[src/rtl/mem_access_ctrl_pkg.sv]
// Shared encodings, state type and legality rule for the data-memory access controller.
package mem_ctrl_pkg;

    localparam logic [1:0] SZ_BYTE = 2'd0;
    localparam logic [1:0] SZ_HALF = 2'd1;
    localparam logic [1:0] SZ_WORD = 2'd2;

    localparam int DEFAULT_MEM_BYTES = 1024;

    typedef enum logic [2:0] {
        IDLE,
        RD,
        WAIT,
        RMW_RD,
        RMW_WR,
        WR,
        RESP
    } state_t;

    // A request is illegal when its size code is unused, it is misaligned for its
    // size, or its containing word lies past the end of DataMem.
    function automatic logic req_illegal(input logic [1:0] size,
                                         input logic [31:0] addr,
                                         input int mem_bytes);
        logic bad_size;
        logic bad_align;
        logic bad_range;
        bad_size  = (size == 2'd3);
        bad_align = ((size == SZ_HALF) && addr[0]) ||
                    ((size == SZ_WORD) && (addr[1:0] != 2'b00));
        bad_range = ({addr[31:2], 2'b00} > 32'(mem_bytes - 4));
        return bad_size || bad_align || bad_range;
    endfunction

endpackage

[src/rtl/mem_access_ctrl_if.sv]
// Request/response handshake and DataMem port of the memory access controller.
interface mem_access_ctrl_if;

    logic        req_valid;
    logic        req_ready;
    logic        req_we;
    logic [1:0]  req_size;
    logic        req_sign;
    logic [31:0] req_addr;
    logic [31:0] req_wdata;

    logic        resp_valid;
    logic [31:0] resp_rdata;
    logic        resp_err;

    logic        memR;
    logic        memW;
    logic [31:0] address;
    logic [31:0] Din;
    logic [31:0] Dout;

    // The master side is the execute stage together with DataMem.
    modport master (
        output req_valid, req_we, req_size, req_sign, req_addr, req_wdata, Dout,
        input  req_ready, resp_valid, resp_rdata, resp_err, memR, memW, address, Din
    );

    modport slave (
        input  req_valid, req_we, req_size, req_sign, req_addr, req_wdata, Dout,
        output req_ready, resp_valid, resp_rdata, resp_err, memR, memW, address, Din
    );

endinterface

[src/rtl/mem_access_ctrl_lane_align.sv]
// Little-endian lane handling: sub-word load extraction/extension and
// read-modify-write merge of store data into a fetched word.
module mem_lane_align
    import mem_ctrl_pkg::*;
(
    input  logic [31:0] word,
    input  logic [1:0]  lo,
    input  logic [1:0]  size,
    input  logic        sign,
    input  logic [31:0] wdata,
    output logic [31:0] load_data,
    output logic [31:0] merged
);

    logic [7:0]  lane_byte;
    logic [15:0] lane_half;

    always_comb begin
        lane_byte = word[{lo, 3'b000} +: 8];
        lane_half = lo[1] ? word[31:16] : word[15:0];
        case (size)
            SZ_BYTE: load_data = {{24{sign & lane_byte[7]}}, lane_byte};
            SZ_HALF: load_data = {{16{sign & lane_half[15]}}, lane_half};
            default: load_data = word;
        endcase
    end

    // Untouched lanes keep the fetched contents so a sub-word store never disturbs neighbours.
    always_comb begin
        merged = word;
        case (size)
            SZ_BYTE: merged[{lo, 3'b000} +: 8] = wdata[7:0];
            SZ_HALF: begin
                if (lo[1]) begin
                    merged[31:16] = wdata[15:0];
                end else begin
                    merged[15:0] = wdata[15:0];
                end
            end
            default: merged = wdata;
        endcase
    end

endmodule

[src/rtl/mem_access_ctrl.sv]
// Initiator side of the data-memory port: sequences loads, word stores and
// read-modify-write sub-word stores onto a word-wide DataMem.
module mem_access_ctrl
    import mem_ctrl_pkg::*;
#(
    parameter int MEM_BYTES = DEFAULT_MEM_BYTES,
    parameter int RD_LAT    = 1
)
(
    input logic              clk,
    input logic              rst_n,
    mem_access_ctrl_if.slave bus
);

    state_t      state;
    state_t      next_state;

    logic [1:0]  cnt;
    logic [1:0]  lo;
    logic        r_we;
    logic [1:0]  r_size;
    logic        r_sign;
    logic [31:0] r_wdata;
    logic        r_err;
    logic [31:0] rdata_q;
    logic [31:0] addr_q;
    logic [31:0] din_q;

    logic        err_now;
    logic        last_wait;
    logic [31:0] load_val;
    logic [31:0] merge_val;

    assign err_now   = req_illegal(bus.req_size, bus.req_addr, MEM_BYTES);
    assign last_wait = (cnt == 2'(RD_LAT - 1));

    mem_lane_align u_align (
        .word      (bus.Dout),
        .lo        (lo),
        .size      (r_size),
        .sign      (r_sign),
        .wdata     (r_wdata),
        .load_data (load_val),
        .merged    (merge_val)
    );

    always_ff @(posedge clk or negedge rst_n) begin
        if (!rst_n) begin
            state <= IDLE;
        end else begin
            state <= next_state;
        end
    end

    always_comb begin
        next_state = state;
        case (state)
            IDLE: begin
                if (bus.req_valid) begin
                    if (err_now) begin
                        next_state = RESP;
                    end else if (!bus.req_we) begin
                        next_state = RD;
                    end else if (bus.req_size == SZ_WORD) begin
                        next_state = WR;
                    end else begin
                        next_state = RMW_RD;
                    end
                end
            end
            RD:      next_state = WAIT;
            RMW_RD:  next_state = WAIT;
            WAIT: begin
                if (last_wait) begin
                    next_state = r_we ? RMW_WR : RESP;
                end
            end
            RMW_WR:  next_state = RESP;
            WR:      next_state = RESP;
            RESP:    next_state = IDLE;
            default: next_state = IDLE;
        endcase
    end

    // Strobes come straight from the state so a reset drops them in the same instant.
    always_comb begin
        bus.req_ready  = (state == IDLE) && rst_n;
        bus.memR       = (state == RD) || (state == RMW_RD);
        bus.memW       = (state == WR) || (state == RMW_WR);
        bus.resp_valid = (state == RESP);
        bus.resp_err   = (state == RESP) && r_err;
        bus.resp_rdata = (state == RESP) ? rdata_q : 32'd0;
        bus.address    = addr_q;
        bus.Din        = din_q;
    end

    // Request capture at accept, read-latency counting and Dout capture in WAIT.
    always_ff @(posedge clk or negedge rst_n) begin
        if (!rst_n) begin
            cnt     <= 2'd0;
            lo      <= 2'd0;
            r_we    <= 1'b0;
            r_size  <= SZ_BYTE;
            r_sign  <= 1'b0;
            r_wdata <= 32'd0;
            r_err   <= 1'b0;
            rdata_q <= 32'd0;
            addr_q  <= 32'd0;
            din_q   <= 32'd0;
        end else begin
            case (state)
                IDLE: begin
                    if (bus.req_valid) begin
                        lo      <= bus.req_addr[1:0];
                        r_we    <= bus.req_we;
                        r_size  <= bus.req_size;
                        r_sign  <= bus.req_sign;
                        r_wdata <= bus.req_wdata;
                        r_err   <= err_now;
                        rdata_q <= 32'd0;
                        cnt     <= 2'd0;
                        if (!err_now) begin
                            addr_q <= {bus.req_addr[31:2], 2'b00};
                            if (bus.req_we && (bus.req_size == SZ_WORD)) begin
                                din_q <= bus.req_wdata;
                            end
                        end
                    end
                end
                WAIT: begin
                    if (last_wait) begin
                        cnt <= 2'd0;
                        if (r_we) begin
                            din_q <= merge_val;
                        end else begin
                            rdata_q <= load_val;
                        end
                    end else begin
                        cnt <= cnt + 2'd1;
                    end
                end
                default: ;
            endcase
        end
    end

endmodule

[src/flat_wrapper.sv]
// flat-port wrapper written by rule: the top's interface ports become plain ports
module mem_access_ctrl_flat import mem_ctrl_pkg::*;
#(
    parameter int MEM_BYTES = DEFAULT_MEM_BYTES,
    parameter int RD_LAT    = 1
)
  (clk, rst_n, bus_req_valid, bus_req_we, bus_req_size, bus_req_sign, bus_req_addr, bus_req_wdata, bus_Dout, bus_req_ready, bus_resp_valid, bus_resp_rdata, bus_resp_err, bus_memR, bus_memW, bus_address, bus_Din);
  mem_access_ctrl_if bus_i ();
  input logic clk;
  input logic rst_n;
  input wire logic [$bits(bus_i.req_valid)-1:0] bus_req_valid;
  input wire logic [$bits(bus_i.req_we)-1:0] bus_req_we;
  input wire logic [$bits(bus_i.req_size)-1:0] bus_req_size;
  input wire logic [$bits(bus_i.req_sign)-1:0] bus_req_sign;
  input wire logic [$bits(bus_i.req_addr)-1:0] bus_req_addr;
  input wire logic [$bits(bus_i.req_wdata)-1:0] bus_req_wdata;
  input wire logic [$bits(bus_i.Dout)-1:0] bus_Dout;
  output wire logic [$bits(bus_i.req_ready)-1:0] bus_req_ready;
  output wire logic [$bits(bus_i.resp_valid)-1:0] bus_resp_valid;
  output wire logic [$bits(bus_i.resp_rdata)-1:0] bus_resp_rdata;
  output wire logic [$bits(bus_i.resp_err)-1:0] bus_resp_err;
  output wire logic [$bits(bus_i.memR)-1:0] bus_memR;
  output wire logic [$bits(bus_i.memW)-1:0] bus_memW;
  output wire logic [$bits(bus_i.address)-1:0] bus_address;
  output wire logic [$bits(bus_i.Din)-1:0] bus_Din;
  assign bus_i.req_valid = bus_req_valid;
  assign bus_i.req_we = bus_req_we;
  assign bus_i.req_size = bus_req_size;
  assign bus_i.req_sign = bus_req_sign;
  assign bus_i.req_addr = bus_req_addr;
  assign bus_i.req_wdata = bus_req_wdata;
  assign bus_i.Dout = bus_Dout;
  assign bus_req_ready = bus_i.req_ready;
  assign bus_resp_valid = bus_i.resp_valid;
  assign bus_resp_rdata = bus_i.resp_rdata;
  assign bus_resp_err = bus_i.resp_err;
  assign bus_memR = bus_i.memR;
  assign bus_memW = bus_i.memW;
  assign bus_address = bus_i.address;
  assign bus_Din = bus_i.Din;
  mem_access_ctrl #(.MEM_BYTES(MEM_BYTES), .RD_LAT(RD_LAT)) u_core (.clk(clk), .rst_n(rst_n), .bus(bus_i));
endmodule
[config.mk]
export PLATFORM = sky130hd
export DESIGN_NAME = mem_access_ctrl_flat
export DESIGN_NICKNAME = d
export VERILOG_FILES = /design/src/rtl/mem_access_ctrl_pkg.sv /design/src/rtl/mem_access_ctrl_if.sv /design/src/rtl/mem_access_ctrl_lane_align.sv /design/src/rtl/mem_access_ctrl.sv /design/src/flat_wrapper.sv
export SDC_FILE = /design/constraint.sdc
export NUM_CORES = 1
export LEC_CHECK = 0
export CAP_MARGIN = 30
export CELL_PAD_IN_SITES_DETAIL_PLACEMENT = 0
export CELL_PAD_IN_SITES_GLOBAL_PLACEMENT = 1
export CORE_ASPECT_RATIO = 0.9
export CORE_MARGIN = 2
export CORE_UTILIZATION = 52
export CTS_CLUSTER_SIZE = 40
export DETAILED_ROUTE_END_ITERATION = 10
export DONT_BUFFER_PORTS = 1
export GPL_ROUTABILITY_DRIVEN = 0
export HOLD_SLACK_MARGIN = 0.02
export MAX_ROUTING_LAYER = met4
export PLACE_DENSITY_LB_ADDON = 0.15
export SLEW_MARGIN = 10
export SYNTH_ARGS = -nofsm -noshare
export SYNTH_HDL_FRONTEND = slang
export SYNTH_SLANG_ARGS = --single-unit
[constraint.sdc]
create_clock -name clk -period 5.9 [get_ports clk]
set_clock_uncertainty 0.05 [all_clocks]
set_input_delay 1.18 -clock clk [delete_from_list [all_inputs] [get_ports clk]]
set_output_delay 1.18 -clock clk [all_outputs]
set_load 0.005 [all_outputs]
## Word-level counts from Yosys, hierarchy flattened

Cells that the tools add are included.
W data, S select, Z words.

| storage, ports and cells | value |
|---|---|
| register bits after elaboration | 138 |
| bits in latches | 0 |
| memory bits (writable) | 0 |
| bits in read-only memories | 0 |
| input bits | 103 |
| output and inout port bits | 101 |
| logic and storage cells | 86 |
| memories kept | 0 |

| cells by class | value |
|---|---|
| add/sub/neg operators | 2 |
| multipliers | 0 |
| divide/modulo/power cells | 0 |
| order comparisons | 1 |
| equal/unequal tests | 16 |
| shift-type cells | 3 |
| mux-type cells | 27 |
| bitwise operators | 3 |
| reduce and logical (&&, ||, !) cells | 23 |

Operator list:

| kind | number |
|---|---|
| $mux W32 | 9 |
| $pmux W32 S2 | 4 |
| $mux W16 | 3 |
| $bwmux W32 | 1 |
| $gt A32 B10 Y1 const B | 1 |
| $shift A8 B7 Y32 const A | 1 |
| $shiftx A32 B6 Y8 | 1 |
| $shiftx A8 B7 Y32 | 1 |
| $mux W3 | 5 |
| $pmux W3 S4 | 1 |
| $eq A3 B3 Y1 const B | 3 |
| $ne A2 B2 Y1 const B | 4 |
| $neg A5 Y7 | 1 |
| $eq A3 B2 Y1 const B | 2 |
| $mux W2 | 3 |
| $reduce_and A2 Y1 | 3 |
| $reduce_and A6 Y1 | 1 |
| $logic_and A1 B1 Y1 | 5 |
| $logic_or A1 B1 Y1 | 5 |
| $eq A2 B1 Y1 const B | 2 |
| $eq A2 B2 Y1 const B | 2 |
| $logic_not A2 Y1 | 2 |
| $ne A2 B1 Y1 const B | 2 |
| $pmux W2 S2 | 1 |
| other kinds (9) | 12 |

## Depth between registers and ports, before layout

| logic depth | value |
|---|---|
| depth in word-level cells | 8 |
| depth in mapped cells | 11 |

## By module

From an unflattened synthesis, not the netlist that was laid out.

| unflattened totals | value |
|---|---|
| cell total of the unflattened synthesis | 805 |
| area, all modules | 7,663.6 um^2 |

By module, submodules not included:

| module | instances | cells an instance | area an instance (um^2) |
|---|---|---|---|
| mem_access_ctrl | 1 | 555 | 6,005.8 |
| mem_lane_align | 1 | 250 | 1,657.8 |

## Worst setup path before layout

Ideal clock, no wire load.

| path | value |
|---|---|
| path type | input port to flip-flop |
| start point | input port bus_req_addr[12] |
| end point | register u_core.din_q[0], in the netlist u_core.bus.Din[0] |
| setup time | 0.125 ns |
| arrival time | 2.568 ns |
| data required time | 5.725 ns |
| slack | 3.157 ns |
| cell stages on the path | 6 |
| cells stage by stage | nor4_1 nand4_1 nor3_4 a32oi_2 buf_6 mux2_4 |

| between the ends | value |
|---|---|
| cells in the longest elaborated chain, start to end | 4 |

RTL lines:

| element | RTL line | text |
|---|---|---|
| start: declaration | flat_wrapper.sv:15 | `input wire logic [$bits(bus_i.req_addr)-1:0] bus_req_addr;` |
| $gt A32 B10 Y1 | mem_access_ctrl_pkg.sv:31 | `bad_range = ({addr[31:2], 2'b00} > 32'(mem_bytes - 4));` |
| $logic_or A1 B1 Y1 | mem_access_ctrl_pkg.sv:32 | `return bad_size \|\| bad_align \|\| bad_range;` |
| $ne A2 B2 Y1 (no source line) | n/a |  |
| $reduce_and A6 Y1 (no source line) | n/a |  |
| end signal: assignment | mem_access_ctrl.sv:125 | `din_q <= bus.req_wdata;` |
| end signal: assignment | mem_access_ctrl.sv:134 | `din_q <= merge_val;` |
| end: declaration | mem_access_ctrl.sv:27 | `logic [31:0] din_q;` |

No other way between the ends.
A chain may end at the register's enable or synchronous reset.

## Worst setup path in the final report

| path | value |
|---|---|
| start point | register u_core.lo[1] |
| end point | register u_core.din_q[29], in the netlist u_core.bus.Din[29] |

| between the ends | value |
|---|---|
| cells in the longest elaborated chain, start to end | 7 |

RTL lines:

| element | RTL line | text |
|---|---|---|
| start: declaration | mem_access_ctrl.sv:19 | `logic [1:0] lo;` |
| start signal: assignment | mem_access_ctrl.sv:114 | `lo <= bus.req_addr[1:0];` |
| $neg A5 Y7 | mem_access_ctrl_lane_align.sv:32 | `SZ_BYTE: merged[{lo, 3'b000} +: 8] = wdata[7:0];` |
| $shiftx A8 B7 Y32 / $shift A8 B7 Y32 (equally long branches) | mem_access_ctrl_lane_align.sv:32 |  |
| $bwmux W32 | mem_access_ctrl_lane_align.sv:32 |  |
| $pmux W32 S2 (*) | mem_access_ctrl_lane_align.sv:31 | `case (size)` |
| $mux W32 (*) | mem_access_ctrl.sv:133 | `if (r_we) begin` |
| $mux W32 (*) | mem_access_ctrl.sv:131 | `if (last_wait) begin` |
| $pmux W32 S2 (*) | mem_access_ctrl.sv:111 | `case (state)` |

Mark *: on every way between the ends. The rest lies on a longest branch, timed or not. The select of a mux whose other input is x is not followed.

==> results.yml <==
logic_synthesis:
  syn_inst: 805
  yosysWarnings: 0
  synth_common_cells: "168 x nand2_1, 138 x dfrtp_1, 65 x nor2_1, 51 x nor2b_1, 43 x clkbuf_1"
  yosys.area.top_type: "dfrtp_1"
  seq_area_frac_synth_pct: 45.6
  synth_area_leaders: "dfrtp_1 46%, nand2_1 8.3%, mux2_4 5.9%"
  ys_dominant_reg_cell: "dfrtp_1"
  ys_seq_elements: 138
  async_flop_share_pct: 100
  synth_area_um2: 7580
  synth_edf_count: 0
  syn_avg_cell_area_um2: 9.42
  synth.most_common_cell: "nand2_1"
  synth.distinct_cells: 56
  synth_top_area_share_pct: 45.6
setup_path:
  crit_slowest_cell: "nor4bb_1"
  slowest_delay_ns: 0.64
  required_ns: 6.22
  r2r_slack_ns: 2.69
  start_kind: "flip-flop"
  endpoint_kind: "flip-flop"
  crit_buf_inv: 3
  crit_arrival_ns: 3.53
  crit_fanout: 32
  path_delay_family: "buffers and inverters"
  cp_cell_sequence: "buf_12, inv_1, ha_1, nor4bb_1, buf_2, a221oi_1, a211o_1, a31oi_1, mux2_4"
  crit_type: "flip-flop to flip-flop"
pwr:
  power_density_nw_per_um2: 546
  vdd_drop_max_mv: 0.255
  leakage_uw: 0.00382
grt:
  antenna_found_initial: 0
  grt_first_pass_wirelength_um: 33800
  grt_start_max_net_pins: 140
  grtUsageTotal_pct: 29.1
  grt-ovfl-total: 0
  grt_pass1_vias: 5847
die:
  fp.coreArea_um2: 14200
  initial_core_util_pct: 53.5
  die_height_um: 119
  dieArea_um2: 15600
  io_pins: 204
  die_w_um: 131
  fp-row-count: 41
clock_tree:
  cts.clk_slew.worst_paths_ns: 0.06
  cts_resized: 0
  clk_latency_ns: 0.43
  cts-root-buf: "clkbuf_16"
  cts_buffers: 17
  cts_tree: "yes"
  cts_num_sinks: 138
  cts_buffer_depth: 2
  ctsHoldBuffers: 0
  cts_max_level: 4
  post_cts.repair.setup_buffers: 0
timing:
  setup_tns_ns: 0
  relSlewSlack_pct: 47.8
  timing.final.ws_setup_ns: 2.69
  worstMarginPinSlew_ns: 0.780
  timing.final.crit_share_pct: 54.4
  finalHoldViolCount: 0
  rsz0062_at_grt: "false"
  finalMaxSlewViolations: 0
  setup_viol: 0
  timing.fmax_mhz: 312
  min_period_ns: 3.21
detailed_routing:
  first_pass_iters: 5
  viasPerCell: 6.11
  totalWireLength_um: 21600
  drtIter0Drc: 525
  drc: 0
  wl_per_cell_um: 22.1
  drtAntennaViolNets: 0
  num_vias: 5985
finish:
  fin_nets: 883
  drive_gt1_share_pct: 13.9
  final_cell_area_um2: 8240
  post-route-util_pct: 58.2
  diodes: 0
  layout-area-overhead-vs-synth_pct: 8.65
placed_design:
  dp_hpwl_um: 15000
  io_buffer_count: 0
  placement.cell_area_um2: 7620
  post-place-ws_ns: 2.40
outcome:
  status: "finished clean"
run:
  max_cap_viol_count: 0
hold_path:
  hold_class: "input pin to asynchronous set/reset pin"
state kept, by name, summed over array words and instances (netlist names):
name / cells
u_core.cnt: 2
u_core.r_err: 1
u_core.r_we: 1
u_core.rdata_q: 32
u_core.r_size: 2
u_core.r_sign: 1
u_core.lo: 2
u_core.r_wdata: 32
u_core.state: 3
u_core.bus.Din: 32
u_core.bus.address: 30
layout by cell type (no fill, tap or decap), types with 16 or more instances in the layout:
master	instances
dfrtp_1	136
mux2_2	25
clkbuf_16	17
o31ai_1	19
nand2_1	168
and2_1	33
o21ai_0	16
a221oi_1	23
mux2_4	30
nor2_1	65
a21oi_1	35
nor2b_1	51
metrics by stage:
stage | power (uW) | hold WS, ns | cells
after floorplan | 3020 | 0.388 | 806
after global placement | 3390 | 0.402 | 942
after detailed placement | 3440 | 0.412 | 943
after CTS | 4450 | 0.380 | 975
after global routing | 4800 | 0.375 | 979
final | 4500 | 0.392 | 979
cell families after synthesis:
| logic type | synth area share, % |
|---|---|
| simple gates | 20.8 |
| compound gates | 16.5 |
| flops | 45.6 |
| buf+inv | 4.29 |
| mux | 11.6 |
| fa+ha+maj | 1.16 |
| other cells | 0.0495 |
worst register-to-register path, delay by kind of cell, from the launching register on:
kind | cells | cell delay (ns)
buf+inv | 3 | 0.70
fa+ha+maj | 1 | 0.44
simple gates | 1 | 0.64
compound gates | 3 | 0.55
mux | 1 | 0.16
flops | 1 | 0.62
path summary, 6_finish.rpt:
kind | start | to | cells after the start
worst min-delay path | rst_n | u_core.rdata_q[17] | 0
worst max register to register | u_core.lo[1] | u_core.bus.Din[29] | 9
worst min register to register | u_core.rdata_q[17] | u_core.rdata_q[17] | 2
max in group asynchronous | rst_n | u_core.r_wdata[28] | 0
worst max-delay path | u_core.lo[1] | u_core.bus.Din[29] | 9
min in group clk | u_core.rdata_q[17] | u_core.rdata_q[17] | 2
cell type report:
class,count,area (um^2)
inverter,11,41.3
fill,1240,5920
multi-input combinational,593,3830
tap,193,241
sequential,138,3460
timing repair buffer,12,115
clock buffer,19,443
clock inverter,13,111
power by group:
part / internal (uW) / leakage [uW] / switching [uW]
Sequential: 1280 / 0.00176 / 338
Combinational: 827 / 0.00180 / 1050
Clock: 558 / 0.000271 / 446
layer usage:
layer | wire, um | vias to the layer above | track usage, %
li1 | - | 2749 | -
met1 | 9270 | 2912 | 38.3
met2 | 9980 | 291 | 43.5
met3 | 1910 | 33 | 8.32
met4 | 469 | 0 | 9.65
met5 | 0 | - | -
(Power assumes the default switching activity.)
